**src/rtl/pkt_gen_pkg.sv**
```systemverilog
// pkt_gen_pkg: shared widths, FSM states, packet layout and LFSR step for the packet generator
package pkt_gen_pkg;
  localparam int SEQ_W = 4;
  localparam int DATA_W = 8;
  localparam int PKT_W = 13;
  typedef enum logic {S_IDLE, S_SEND} state_t;
  typedef struct packed {
    logic [SEQ_W-1:0] seq;
    logic [DATA_W-1:0] payload;
    logic parity;
  } pkt_t;
  function automatic logic [DATA_W-1:0] lfsr_next(input logic [DATA_W-1:0] v);
    return {v[6:0], v[7] ^ v[5] ^ v[4] ^ v[3]};
  endfunction
endpackage

```
**src/rtl/pkt_gen_if.sv**
```systemverilog
// pkt_gen_if: request (src_valid/src_ready) and packet (dd_valid/dd_ready/packet) handshakes; master=environment, slave=generator
interface pkt_gen_if;
  import pkt_gen_pkg::*;
  logic src_valid;
  logic src_ready;
  logic dd_valid;
  logic dd_ready;
  logic [PKT_W-1:0] packet;
  modport master(output src_valid, dd_ready, input src_ready, dd_valid, packet);
  modport slave(input src_valid, dd_ready, output src_ready, dd_valid, packet);
endinterface

```
**src/rtl/pkt_lfsr8.sv**
```systemverilog
// pkt_lfsr8: 8-bit maximal LFSR (clk, rst async, advance steps once, value current state; zero SEED forced to 1)
module pkt_lfsr8 import pkt_gen_pkg::*; #(
  parameter logic [7:0] SEED = 8'hA5
) (
  input  logic       clk,
  input  logic       rst,
  input  logic       advance,
  output logic [7:0] value
);
  localparam logic [7:0] INIT = (SEED == 8'h00) ? 8'h01 : SEED;
  always_ff @(posedge clk or posedge rst)
    if (rst) value <= INIT;
    else if (advance) value <= lfsr_next(value);
endmodule

```
**src/rtl/pkt_gen_top.sv**
```systemverilog
// pkt_gen_top: one-in-flight packet generator (clk, rst async high, bus slave: src_valid/dd_ready in, src_ready/dd_valid/packet out)
module pkt_gen_top import pkt_gen_pkg::*; #(
  parameter logic [7:0] LFSR_SEED = 8'hA5
) (
  input logic      clk,
  input logic      rst,
  pkt_gen_if.slave bus
);
  state_t state, state_next;
  logic [SEQ_W-1:0] seq;
  logic [DATA_W-1:0] lfsr;
  pkt_t pkt;
  logic accept, xfer;
  assign accept = (state == S_IDLE) && bus.src_valid;
  assign xfer = (state == S_SEND) && bus.dd_ready;
  pkt_lfsr8 #(.SEED(LFSR_SEED)) u_lfsr (
    .clk(clk),
    .rst(rst),
    .advance(xfer),
    .value(lfsr)
  );
  always_ff @(posedge clk or posedge rst)
    if (rst) state <= S_IDLE;
    else state <= state_next;
  always_comb state_next = accept ? S_SEND : xfer ? S_IDLE : state;
  always_comb begin
    bus.src_ready = (state == S_IDLE);
    bus.dd_valid = (state == S_SEND);
    bus.packet = pkt;
  end
  always_ff @(posedge clk or posedge rst)
    if (rst) begin
      seq <= '0;
      pkt <= '0;
    end else begin
      if (accept) pkt <= '{seq: seq, payload: lfsr, parity: ^{seq, lfsr}};
      if (xfer) seq <= seq + 1'b1;
    end
endmodule

```
**src/flat_wrapper.sv**
```systemverilog
// flat-port wrapper written by rule: the top's interface ports become plain ports
module pkt_gen_top_flat import pkt_gen_pkg::*;
#(
  parameter logic [7:0] LFSR_SEED = 8'hA5
)
  (clk, rst, bus_src_valid, bus_dd_ready, bus_src_ready, bus_dd_valid, bus_packet);
  pkt_gen_if bus_i ();
  input logic clk;
  input logic rst;
  input wire logic [$bits(bus_i.src_valid)-1:0] bus_src_valid;
  input wire logic [$bits(bus_i.dd_ready)-1:0] bus_dd_ready;
  output wire logic [$bits(bus_i.src_ready)-1:0] bus_src_ready;
  output wire logic [$bits(bus_i.dd_valid)-1:0] bus_dd_valid;
  output wire logic [$bits(bus_i.packet)-1:0] bus_packet;
  assign bus_i.src_valid = bus_src_valid;
  assign bus_i.dd_ready = bus_dd_ready;
  assign bus_src_ready = bus_i.src_ready;
  assign bus_dd_valid = bus_i.dd_valid;
  assign bus_packet = bus_i.packet;
  pkt_gen_top #(.LFSR_SEED(LFSR_SEED)) u_core (.clk(clk), .rst(rst), .bus(bus_i));
endmodule
```
**config.mk**
```make
export PLATFORM = sky130hd
export DESIGN_NAME = pkt_gen_top_flat
export DESIGN_NICKNAME = d
export VERILOG_FILES = /design/src/rtl/pkt_gen_pkg.sv /design/src/rtl/pkt_gen_if.sv /design/src/rtl/pkt_lfsr8.sv /design/src/rtl/pkt_gen_top.sv /design/src/flat_wrapper.sv
export SDC_FILE = /design/constraint.sdc
export NUM_CORES = 1
export LEC_CHECK = 0
export CAP_MARGIN = 5
export CORE_MARGIN = 2
export CORE_UTILIZATION = 35
export DETAILED_ROUTE_END_ITERATION = 16
export PLACE_DENSITY = 0.61
export SLEW_MARGIN = 0
export SYNTH_ARGS = -nofsm -noshare
export SYNTH_HDL_FRONTEND = slang
export SYNTH_SLANG_ARGS = --single-unit
```
**constraint.sdc**
```tcl
create_clock -name clk -period 1.8 [get_ports clk]
set_input_delay 0.27 -clock clk [delete_from_list [all_inputs] [get_ports clk]]
set_output_delay 0.27 -clock clk [all_outputs]
set_load 0.05 [all_outputs]
```
==> key figures <==
Run status
  • Status: finished, final reports clean

Clock network
  • CTS resizes: 0
  • # Post-CTS Setup Buffers: 0
  • Clock root cell: clkbuf_4
  • Post-CTS Hold Buffers: 0
  • CTS Buffer Depth: 2
  • Num CTS Buffers: 3
  • Skew-Pair Late Insertion Delay: 0.33 ns
  • Num Clock Sinks: 26
  • H-tree depth: 1
  • CTS tree: done
  • Clock transition at path regs: 0.15 ns

Pwr
  • Static leakage: 0.716 nW
  • Sequential power share: 0.418
  • Psw: 648 uW
  • Pwr/cell area: 1370 nW/um2
  • Sw frac: 0.350
  • Total power: 1.85 mW
  • Int Pwr: 1.20 mW
  • Combinational Power Share: 0.364
  • Peak supply drop: 652 uV
  • Clk pwr share: 0.218

Place
  • Placed Instances: 123
  • RePlAce Congestion: 0.662
  • Input/output buffers: 18
  • Post-DP HPWL: 1.08 mm

Worst setup path
  • CP delay by family, top: XOR/XNOR gates
  • WP data arrival: 1.80 ns
  • Required time of the worst setup path: 2.07 ns
  • Setup CP Type: flop to flop
  • Most used cell, CP: xnor2_1
  • CP Max Fanout: 4
  • Slowest stage delay, CP: 0.45 ns
  • Crit path launch type: flop
  • CP Cell Sequence: ha_1, xnor2_1, xnor2_1, xnor3_1, o21ai_1
  • Crit end category: flop
  • Max stage delay cell, worst path: dfrtp_1
  • Buf+Inv Stages, Crit Path: 0

Route
  • Vias: 603
  • Met2 WL: 813 um
  • Vias per cell: 4.75
  • Drt first-iter violations: 7
  • Drt pass-1 iters: 2
  • Met3 WL: 49 um
  • WL met1: 725 um
  • Top routing layer in use: met4
  • DR WL/cell: 12.9 um
  • Number of remaining DRC errors: 0
  • DRT Wirelength: 1.64 mm
  • Final antenna-violating net count: 0

Global route
  • GRT Util Overall: 0.116
  • Total grt overflow: 0
  • Global-route wire length before repair: 2.96 mm
  • Vias in the first global route: 637
  • Antenna violations before repair: 0
  • Pin count of the biggest net entering global routing: 27

Synthesis
  • Cell count after synthesis: 73
  • Ys async rst share: 1.00
  • EDFF count, synth: 0
  • Register area share after synthesis: 0.611
  • Syn nets: 78
  • Seq cells post-synth: 26
  • Avg Cell Area, Syn: 14.7 um2
  • Top-count cell post-synth: dfrtp_1
  • Cell accounting for the most synthesized area: dfrtp_1
  • Largest cells by area after synthesis: dfrtp_1, mux2_2, dfstp_2
  • Post-Syn Area: 1070 um2
  • Main synth FF type: dfrtp_1
  • Top cells by count, synth: dfrtp_1, mux2_2, xnor2_1, dfstp_2, nand2_1
  • Top cell type's share of synthesized area: 0.513
  • Synth unique cells: 14
  • Yosys warns: 0

Run
  • Max-cap violations: 0

Finish
  • Share of cells above drive strength 1: 0.415
  • Fin nets: 100
  • Ant. Diodes: 0
  • Synth-to-Final Area Change: 26.2%
  • Layout Cells excl Fill: 127

STA
  • Pins Over Slew Limit: 0
  • Setup Skew: 0.0126 ns
  • RSZ-0062 raised after global routing: no
  • Final hold vios: 0
  • Min Tclk post-route: 1.53 ns
  • Worst rel slew slack: 0.666
  • Worst Max-Slew Pin Slew: 0.501 ns
  • Final setup TNS: 0 ns
  • Final period utilization: 0.849
  • Fmax: 654 MHz
  • Hold slack: 0.271 ns
  • Endpoints failing setup: 0

Floorplanning
  • Core Region: 2980 um2
  • Die W: 59.4 um
  • I/O pins: 19
  • Site Rows: 20
  • Die area: 3530 um2
  • Initial core utilization: 0.361
  • Die height: 59.4 um

Min path
  • Worst Hold Class: primary input to asynchronous set/reset pin
[metal layers]
| layer | global-route usage | up-vias |
|---|---|---|
| li1 | - | 288 |
| met1 | 0.146 | 301 |
| met2 | 0.181 | 10 |
| met3 | 0.0131 | 4 |
| met4 | 0.0877 | 0 |
| met5 | 0 | - |
[sequential cells by signal, indices dropped and copies added (netlist names)]
register	cells
u_core.seq	4
u_core.bus.packet	13
u_core.bus.dd_valid	1
u_core.u_lfsr.value	8
[tightest hold or removal path, cell delays in order]
cell and delay [ns]:
clkdlybuf4s50_1 0.40, inv_1 0.05, buf_4 0.30
[power groups by stage]
stage	Combinational, mW	Sequential, mW	Clock [mW]
floorplan	0.302	0.985	0
global placement	0.682	0.783	0
detailed placement	0.687	0.790	0
CTS	0.692	0.780	0.417
global route	0.725	0.796	0.437
finish	0.674	0.775	0.404
[metrics by stage]
step	setup slack (ns)	util	area, um2
6_report	0.272	0.455	1360
5_1_grt	0.160	0.455	1360
4_1_cts	0.0104	0.448	1340
3_5_place_dp	0.203	0.431	1280
3_3_place_gp	0.225	0.431	1280
2_1_floorplan	0.0283	-	1080
[layout by cell type, fill, tap and decap left out]
cell             instances
dfrtp_1                 21
o21ai_1                  1
mux2_2                  20
buf_4                    8
nand2_1                  3
ha_1                     1
inv_1                    1
nor2_1                   1
xor2_1                   1
nand3_1                  2
xnor2_1                 10
clkinvlp_4               1
nand2_2                  1
dlymetal6s2s_1           8
dfstp_2                  4
clkdlybuf4s50_1          3
dfrtp_2                  1
o21ai_0                  2
xnor3_1                  1
bufinv_16                1
clkbuf_4                 3
[final timing paths]
| check | end | cells past startpoint | start | slack, ns |
|---|---|---|---|---|
| max | u_core.bus.packet[0] | 5 | u_core.seq[0] | 0.27 |
| min | u_core.bus.packet[0] | 3 | rst | 0.27 |
| max reg2reg | u_core.bus.packet[0] | 5 | u_core.seq[0] | 0.27 |
| min reg2reg | u_core.bus.packet[0] | 2 | u_core.bus.packet[0] | 0.50 |
| max in group asynchronous | u_core.u_lfsr.value[5] | 3 | rst | 1.24 |
| min in group clk | u_core.bus.packet[0] | 2 | u_core.bus.packet[0] | 0.50 |
[area by class of cell]
cell class,count,area [um2]
clock buffers,3,22.5
flip-flops and latches,26,657
clock inverters,1,30.0
inverters,2,11.3
well taps,33,41.3
fillers,267,1620
repair buffers,19,190
multi-input cells,43,403
[kinds of logic (layout without fill, tap and decap cells)]
| logic type | Yosys count | after routing | share of synthesized area |
|---|---|---|---|
| fa+ha+maj | 1 | 1 | 0.0117 |
| simple gates | 7 | 7 | 0.0268 |
| buf+inv | 4 | 25 | 0.0163 |
| xor+xnor | 12 | 12 | 0.111 |
| compound gates | 3 | 3 | 0.0140 |
| mux | 20 | 20 | 0.210 |
| flops | 26 | 26 | 0.611 |
Power figures use the tool's default switching activity.
